`src/rtl/mac_array_if.sv`:
```
`default_nettype none
// ============================================================================
// Module      : mac_array_if
// Description : Job-control, operand-beat and result handshake bundle for the
//               mac_array vector multiply-accumulate engine.
// Revision    : 1.0 - initial release
// ============================================================================
interface mac_array_if #(
    parameter int NUM_LANES  = 4,
    parameter int DATA_WIDTH = 8,
    parameter int ACC_WIDTH  = 3 * DATA_WIDTH,
    parameter int LEN_WIDTH  = 8
);
    logic                            start;
    logic [LEN_WIDTH-1:0]            vec_len;
    logic                            signed_mode;
    logic                            in_valid;
    logic                            in_ready;
    logic [NUM_LANES*DATA_WIDTH-1:0] a_vec;
    logic [NUM_LANES*DATA_WIDTH-1:0] b_vec;
    logic                            out_valid;
    logic                            out_ready;
    logic [NUM_LANES*ACC_WIDTH-1:0]  c_vec;
    logic [NUM_LANES-1:0]            sat_flag;
    logic                            busy;

    // Operand buffer / result writer side
    modport master (
        output start, vec_len, signed_mode, in_valid, a_vec, b_vec, out_ready,
        input  in_ready, out_valid, c_vec, sat_flag, busy
    );

    // Engine side
    modport slave (
        input  start, vec_len, signed_mode, in_valid, a_vec, b_vec, out_ready,
        output in_ready, out_valid, c_vec, sat_flag, busy
    );
endinterface
`default_nettype wire

```
`src/rtl/mac_array.sv`:
```
`default_nettype none
// ============================================================================
// Module      : mac_array
// Description : NUM_LANES parallel saturating MAC lanes sharing one job FSM.
//               Stage 1 registers the extended lane product, stage 2 adds it
//               into a clamping accumulator with a sticky saturation flag.
// Revision    : 1.0 - initial release
// ============================================================================
module mac_array #(
    parameter int NUM_LANES  = 4,
    parameter int DATA_WIDTH = 8,
    parameter int ACC_WIDTH  = 3 * DATA_WIDTH,
    parameter int LEN_WIDTH  = 8
) (
    input  wire logic    clk,
    input  wire logic    rst,
    mac_array_if.slave   bus
);

    localparam int PW = 2 * DATA_WIDTH;    // full product width
    localparam int EXT = ACC_WIDTH - PW + 1; // extension bits up to ACC_WIDTH+1

    typedef enum logic [1:0] {
        S_IDLE  = 2'd0,
        S_LOAD  = 2'd1,
        S_DRAIN = 2'd2,
        S_DONE  = 2'd3
    } state_t;

    state_t               r_state;
    state_t               w_state_nxt;
    logic [LEN_WIDTH-1:0] r_len;
    logic [LEN_WIDTH-1:0] r_cnt;
    logic                 r_signed;
    logic                 r_pvld;
    logic                 w_in_ready;
    logic                 w_out_valid;
    logic                 w_busy;
    logic                 w_start_job;
    logic                 w_accept;
    logic                 w_last_beat;

    logic [NUM_LANES*ACC_WIDTH-1:0] w_c_vec;
    logic [NUM_LANES-1:0]           w_sat;

    assign w_start_job = (r_state == S_IDLE) && bus.start;
    assign w_accept    = w_in_ready && bus.in_valid;
    assign w_last_beat = w_accept && ((r_cnt + LEN_WIDTH'(1)) == r_len);

    // Next-state and handshake outputs decoded from the current state
    always_comb begin
        w_state_nxt = r_state;
        w_in_ready  = 1'b0;
        w_out_valid = 1'b0;
        w_busy      = 1'b1;
        case (r_state)
            S_IDLE: begin
                w_busy = 1'b0;
                if (bus.start) begin
                    w_state_nxt = (bus.vec_len == '0) ? S_DONE : S_LOAD;
                end
            end
            S_LOAD: begin
                w_in_ready = 1'b1;
                if (w_last_beat) begin
                    w_state_nxt = S_DRAIN;
                end
            end
            S_DRAIN: begin
                w_state_nxt = S_DONE;
            end
            S_DONE: begin
                w_out_valid = 1'b1;
                if (bus.out_ready) begin
                    w_state_nxt = S_IDLE;
                end
            end
            default: begin
                w_state_nxt = S_IDLE;
            end
        endcase
    end

    // State register plus job parameters and beat counter
    always_ff @(posedge clk) begin
        if (rst) begin
            r_state  <= S_IDLE;
            r_len    <= '0;
            r_cnt    <= '0;
            r_signed <= 1'b0;
            r_pvld   <= 1'b0;
        end else begin
            r_state <= w_state_nxt;
            r_pvld  <= w_accept;
            if (w_start_job) begin
                r_len    <= bus.vec_len;
                r_signed <= bus.signed_mode;
                r_cnt    <= '0;
            end else if (w_accept) begin
                r_cnt <= r_cnt + LEN_WIDTH'(1);
            end
        end
    end

    generate
        for (genvar i = 0; i < NUM_LANES; i++) begin : g_lane
            logic [DATA_WIDTH-1:0]   w_a;
            logic [DATA_WIDTH-1:0]   w_b;
            logic signed [PW-1:0]    w_a_s;
            logic signed [PW-1:0]    w_b_s;
            logic [PW-1:0]           w_a_u;
            logic [PW-1:0]           w_b_u;
            logic signed [PW-1:0]    w_prod_s;
            logic [PW-1:0]           w_prod_u;
            logic [ACC_WIDTH:0]      w_prod_ext;
            logic [ACC_WIDTH:0]      r_prod;
            logic [ACC_WIDTH:0]      w_acc_ext;
            logic [ACC_WIDTH:0]      w_sum;
            logic                    w_ovf;
            logic [ACC_WIDTH-1:0]    w_clamp_val;
            logic [ACC_WIDTH-1:0]    r_acc;
            logic                    r_sat;

            assign w_a   = bus.a_vec[i*DATA_WIDTH +: DATA_WIDTH];
            assign w_b   = bus.b_vec[i*DATA_WIDTH +: DATA_WIDTH];
            assign w_a_s = {{DATA_WIDTH{w_a[DATA_WIDTH-1]}}, w_a};
            assign w_b_s = {{DATA_WIDTH{w_b[DATA_WIDTH-1]}}, w_b};
            assign w_a_u = {{DATA_WIDTH{1'b0}}, w_a};
            assign w_b_u = {{DATA_WIDTH{1'b0}}, w_b};
            assign w_prod_s = w_a_s * w_b_s;
            assign w_prod_u = w_a_u * w_b_u;

            // The product is carried one bit wider than the accumulator so the
            // adder sees both operands already in its overflow-detecting width.
            assign w_prod_ext = r_signed ? {{EXT{w_prod_s[PW-1]}}, w_prod_s}
                                         : {{EXT{1'b0}}, w_prod_u};

            assign w_acc_ext = r_signed ? {r_acc[ACC_WIDTH-1], r_acc} : {1'b0, r_acc};
            assign w_sum     = w_acc_ext + r_prod;
            assign w_ovf     = r_signed ? (w_sum[ACC_WIDTH] != w_sum[ACC_WIDTH-1])
                                        : w_sum[ACC_WIDTH];
            // Signed overflow direction follows the true (ACC_WIDTH+1)-bit sign
            assign w_clamp_val = !r_signed        ? {ACC_WIDTH{1'b1}} :
                                 w_sum[ACC_WIDTH] ? {1'b1, {(ACC_WIDTH-1){1'b0}}}
                                                  : {1'b0, {(ACC_WIDTH-1){1'b1}}};

            // Stage 1: capture the extended product of an accepted beat
            always_ff @(posedge clk) begin
                if (rst) begin
                    r_prod <= '0;
                end else if (w_accept) begin
                    r_prod <= w_prod_ext;
                end
            end

            // Stage 2: saturating accumulate with sticky overflow flag
            always_ff @(posedge clk) begin
                if (rst || w_start_job) begin
                    r_acc <= '0;
                    r_sat <= 1'b0;
                end else if (r_pvld) begin
                    if (w_ovf) begin
                        r_acc <= w_clamp_val;
                        r_sat <= 1'b1;
                    end else begin
                        r_acc <= w_sum[ACC_WIDTH-1:0];
                    end
                end
            end

            assign w_c_vec[i*ACC_WIDTH +: ACC_WIDTH] = r_acc;
            assign w_sat[i]                          = r_sat;
        end
    endgenerate

    assign bus.in_ready  = w_in_ready;
    assign bus.out_valid = w_out_valid;
    assign bus.busy      = w_busy;
    assign bus.c_vec     = w_c_vec;
    assign bus.sat_flag  = w_sat;

endmodule
`default_nettype wire

```
`src/flat_wrapper.sv`:
```
// flat-port wrapper written by rule: the top's interface ports become plain ports
module mac_array_flat 
#(
    parameter int NUM_LANES  = 4,
    parameter int DATA_WIDTH = 8,
    parameter int ACC_WIDTH  = 3 * DATA_WIDTH,
    parameter int LEN_WIDTH  = 8
)
  (clk, rst, bus_start, bus_vec_len, bus_signed_mode, bus_in_valid, bus_a_vec, bus_b_vec, bus_out_ready, bus_in_ready, bus_out_valid, bus_c_vec, bus_sat_flag, bus_busy);
  mac_array_if #(.NUM_LANES(NUM_LANES), .DATA_WIDTH(DATA_WIDTH), .ACC_WIDTH(ACC_WIDTH), .LEN_WIDTH(LEN_WIDTH)) bus_i ();
  input  wire logic clk;
  input  wire logic rst;
  input wire logic [$bits(bus_i.start)-1:0] bus_start;
  input wire logic [$bits(bus_i.vec_len)-1:0] bus_vec_len;
  input wire logic [$bits(bus_i.signed_mode)-1:0] bus_signed_mode;
  input wire logic [$bits(bus_i.in_valid)-1:0] bus_in_valid;
  input wire logic [$bits(bus_i.a_vec)-1:0] bus_a_vec;
  input wire logic [$bits(bus_i.b_vec)-1:0] bus_b_vec;
  input wire logic [$bits(bus_i.out_ready)-1:0] bus_out_ready;
  output wire logic [$bits(bus_i.in_ready)-1:0] bus_in_ready;
  output wire logic [$bits(bus_i.out_valid)-1:0] bus_out_valid;
  output wire logic [$bits(bus_i.c_vec)-1:0] bus_c_vec;
  output wire logic [$bits(bus_i.sat_flag)-1:0] bus_sat_flag;
  output wire logic [$bits(bus_i.busy)-1:0] bus_busy;
  assign bus_i.start = bus_start;
  assign bus_i.vec_len = bus_vec_len;
  assign bus_i.signed_mode = bus_signed_mode;
  assign bus_i.in_valid = bus_in_valid;
  assign bus_i.a_vec = bus_a_vec;
  assign bus_i.b_vec = bus_b_vec;
  assign bus_i.out_ready = bus_out_ready;
  assign bus_in_ready = bus_i.in_ready;
  assign bus_out_valid = bus_i.out_valid;
  assign bus_c_vec = bus_i.c_vec;
  assign bus_sat_flag = bus_i.sat_flag;
  assign bus_busy = bus_i.busy;
  mac_array #(.NUM_LANES(NUM_LANES), .DATA_WIDTH(DATA_WIDTH), .ACC_WIDTH(ACC_WIDTH), .LEN_WIDTH(LEN_WIDTH)) u_core (.clk(clk), .rst(rst), .bus(bus_i));
endmodule
```
`config.mk`:
```
export PLATFORM = sky130hd
export DESIGN_NAME = mac_array_flat
export DESIGN_NICKNAME = d
export VERILOG_FILES = /design/src/rtl/mac_array_if.sv /design/src/rtl/mac_array.sv /design/src/flat_wrapper.sv
export SDC_FILE = /design/constraint.sdc
export NUM_CORES = 2
export LEC_CHECK = 0
export ABC_AREA = 1
export BUFFER_PORTS_ARGS = -buffer_cell sky130_fd_sc_hd__buf_2
export CAP_MARGIN = 20
export CORE_ASPECT_RATIO = 0.5
export CORE_MARGIN = 1.5
export CORE_UTILIZATION = 60
export DETAILED_ROUTE_END_ITERATION = 6
export GPL_TIMING_DRIVEN = 0
export PLACE_DENSITY = 0.8
export SLEW_MARGIN = 25
export SYNTH_ARGS = -nofsm -noshare
export SYNTH_HDL_FRONTEND = slang
export SYNTH_SLANG_ARGS = --single-unit
```
`constraint.sdc`:
```
create_clock -name clk -period 7.3 [get_ports clk]
set_clock_uncertainty 0.15 [all_clocks]
set_input_delay 1.095 -clock clk [delete_from_list [all_inputs] [get_ports clk]]
set_output_delay 1.095 -clock clk [all_outputs]
set_load 0.01 [all_outputs]
```
==> metrics.md <==
| Metric | Value |
|---|---|
| Pre-CTS setup slack | `0.455 ns` |
| Largest cells by area after synthesis | `fa_1, ha_1, inv_1, dfxtp_1, nand2_1` |
| # fillers | `around 4700` |
| Ratio of cells with drive above 1 in the final layout | `6.10%` |
| Die Y | `about 160 um` |
| Num rows | `between 50 and 60` |
| Measured slew at the worst slew-check pin | `roughly 1.2 ns` |
| Run status | `finished, final reports clean` |
| Total length of routed wires | `around 95000 um` |
| CTS tree | `yes` |
| Area of the die | `53400 sq um` |
| Largest net degree at the start of global routing | `19` |
| Worst Setup End Kind | `register` |
| Pwr Density | `262 nW/um^2` |
| Core area | `50800 sq um` |
| H-tree depth | `4` |
| Syn. warnings | `0` |
| Critical R2R Launch | `u_core.r_signed` |
| RSZ-0062 raised after global routing | `no` |
| Startpoint Class | `input port` |
| Seq/Total Area, Yosys | `12.1%` |
| Fin cells | `around 5300` |
| VDD IR max | `189 uV` |
| Die X | `between 300 and 400 um` |
| Syn_nets | `5251` |
| Ys async rst share | `0%` |
| GRT Overall Usage | `35.8%` |
| Total global routing overflow | `0` |
| CP max FO | `9` |
| WHS Endpoint | `u_core.g_lane[2].r_sat` |
| Port Buffer Count | `116` |
| DR iter-0 viols | `2697` |
| Fin Hold WS | `0.309 ns` |
| Final net count | `5386` |
| Reg-to-reg endpoint | `u_core.g_lane[2].r_prod[4]` |
| Synth top cells by count | `inv_1, nand2_1, fa_1` |
| Wire per inst | `about 18 um` |
| # setup viols final | `0` |
| Total CTS buffers | `17` |
| Yosys reg bits | `188` |
| Final min period | `around 6.6 ns` |
| Number of distinct library cells after synthesis | `42` |
| Reg area | `between 3000 and 4000 sq um` |
| DP Cell Count | `5301` |
| Gate Count Post-Synth | `4495` |
| Max Cap Viol | `0` |
| Vias in the first global route | `28600` |
| Top cell type's share of synthesized area | `between 20% and 30%` |
| Clk buf depth | `2` |
| First-pass DRT Iterations | `5` |
| Fin. Hold Viols | `0` |
| Final worst slack | `0.728 ns` |
| Static Leak | `between 0.015 and 0.02 uW` |
| Post-route DRC | `0` |
| HP Class | `reg2reg` |
| Avg Cell Area, Syn | `6.94 sq um` |
| EDFF count, synth | `0` |
| Data required, critical path | `7.51 ns` |
| CTS Sinks | `188` |
| Worst-path clk slew | `0.07 ns` |
| Mean number of vias per cell | `5.55` |
| Worst reg2reg setup slack | `3.87 ns` |
| Multi-input gate area | `roughly 23000 sq um` |
| Clock Tree Root | `clkbuf_16` |
| Final ANT Viol Nets | `0` |
| # Post-CTS Setup Buffers | `0` |
| Count leader, synth | `inv_1` |
| Starting Density | `61.4%` |
| Clk_lat worst skew | `about 0.47 ns` |
| Fmax achieved | `152 MHz` |
| Setup CP Type | `in2reg` |
| R2R depth | `6` |
| Via Count | `slightly below 30000` |
| Routability Congestion | `1.00` |
| Post-synth top area cell | `fa_1` |
| Final max-slew violation count | `0` |
| Post-synth top flop | `dfxtp_1` |
| Post-CTS Hold Fix Bufs | `0` |
| Setup TNS | `0 ns` |
| Antenna violations before repair | `8` |
| First-pass GRT wire length | `151000 um` |
| Cts repair resizes | `0` |
| Detailed Place HPWL | `80000 um` |
| Area delta synth->final | `6.67%` |
| Hold path startpoint | `u_core.g_lane[2].r_sat` |
| Final worst-path cycle share | `90.0%` |
| Relative slew slack | `around a fifth` |
| Worst EP arrival | `around 6.8 ns` |
| IO Pins | `between 150 and 200` |
| Post-synthesis cell area | `slightly above 30000 sq um` |
| Hold path depth | `2` |
==> worst max-delay path by stage <==
stage,startpoint,endpoint,slack [ns]
finish,bus_b_vec[23],u_core.g_lane[2].r_prod[15],0.73
global route,bus_b_vec[23],u_core.g_lane[2].r_prod[15],0.56
CTS,bus_b_vec[23],u_core.g_lane[2].r_prod[15],0.92
detailed placement,bus_b_vec[23],u_core.g_lane[2].r_prod[15],0.46
global placement,bus_b_vec[23],u_core.g_lane[2].r_prod[15],0.50
floorplan,bus_b_vec[31],u_core.g_lane[3].r_prod[13],1.80
==> through the flow <==
step | total power (uW) | cell area [sq um] | utilization (%)
after floorplan | 5870 | 31200 | -
after global placement | 7390 | 32600 | 64.2
after detailed placement | 7530 | 32600 | 64.2
after CTS | 8600 | 33300 | 65.5
after global routing | 9550 | 33300 | 65.5
final | 8710 | 33300 | 65.5
==> worst max-delay path, stage by stage <==
cell	delay (ns)
clkbuf_1	0.34
clkinv_1	0.43
or2_2	0.42
fa_1	0.51
fa_1	0.55
inv_1	0.06
fa_1	0.50
inv_1	0.05
fa_1	0.48
inv_1	0.05
ha_1	0.35
nand2_1	0.09
nor2_1	0.09
nand3_1	0.08
nand4_1	0.10
inv_1	0.05
o21ai_0	0.85
nand3_1	0.45
nand2_1	0.16
inv_1	0.05
==> logic make-up after synthesis <==
| logic type | synth area share [%] |
|---|---|
| simple gates | 21.5 |
| flops | 12.1 |
| buf+inv | 15.2 |
| xor+xnor | 3.46 |
| fa+ha+maj | 35.5 |
| compound gates | 12.3 |
==> per-layer routing <==
metal | vias to the layer above | routed length [um] | track usage, %
met5 | - | 47 | 0
met4 | 8 | 2350 | 10.8
met3 | 167 | 9430 | 6.59
met2 | 1187 | 42000 | 57.5
met1 | 14100 | 41100 | 49.4
li1 | 14100 | - | -
==> where the power goes <==
part	internal, uW	leakage (uW)	switching (uW)
Combinational	2250	0.0171	3970
Sequential	1190	0.00153	253
Clock	563	0.000308	490
Total	4000	0.0189	4720
==> layout make-up <==
class / instances / share of cell area (%)
Clock inverter: 14 / 0.579
Clock buffer: 18 / 1.32
Timing Repair Buffer: 116 / 1.75
Antenna cell: 1 / 0.00752
Inverter: 1077 / 12.2
Multi-Input combinational cell: 3077 / 68.2
Sequential cell: 188 / 11.3
Tap cell: 690 / 2.60
Buffer: 153 / 2.07
==> state kept, by name, summed over array words and instances (netlist names) <==
| signal | flops |
|---|---|
| u_core.g_lane.r_acc | 96 |
| u_core.g_lane.r_prod | 68 |
| u_core.r_cnt | 8 |
| u_core.r_len | 8 |
| u_core.g_lane.r_sat | 4 |
| u_core.r_state | 2 |
| u_core.r_pvld | 1 |
| u_core.r_signed | 1 |
==> cells in the final DEF (no fill, tap or decap), types with 6 or more instances in the layout <==
cell type,synthesis,final
nand4_1,46,46
dfxtp_1,188,188
and2_1,13,13
clkinv_1,6,6
a31oi_1,20,20
or2_1,8,8
ha_1,334,334
clkbuf_16,0,17
o21bai_1,35,35
fa_1,344,344
o2111ai_1,7,7
inv_1,1064,1064
a21oi_1,291,291
buf_2,9,125
xnor2_1,73,73
a21boi_0,11,11
nor2_2,10,10
buf_6,6,6
nand3_1,272,272
buf_1,17,17
nand2_2,28,28
inv_2,7,7
o211ai_1,21,21
buf_4,15,15
xor2_1,50,50
clkbuf_1,106,105
nor2_1,252,252
nor3_1,32,32
o21ai_0,247,247
a21oi_2,44,44
nand2_1,912,912
(Power assumes the default switching activity.)
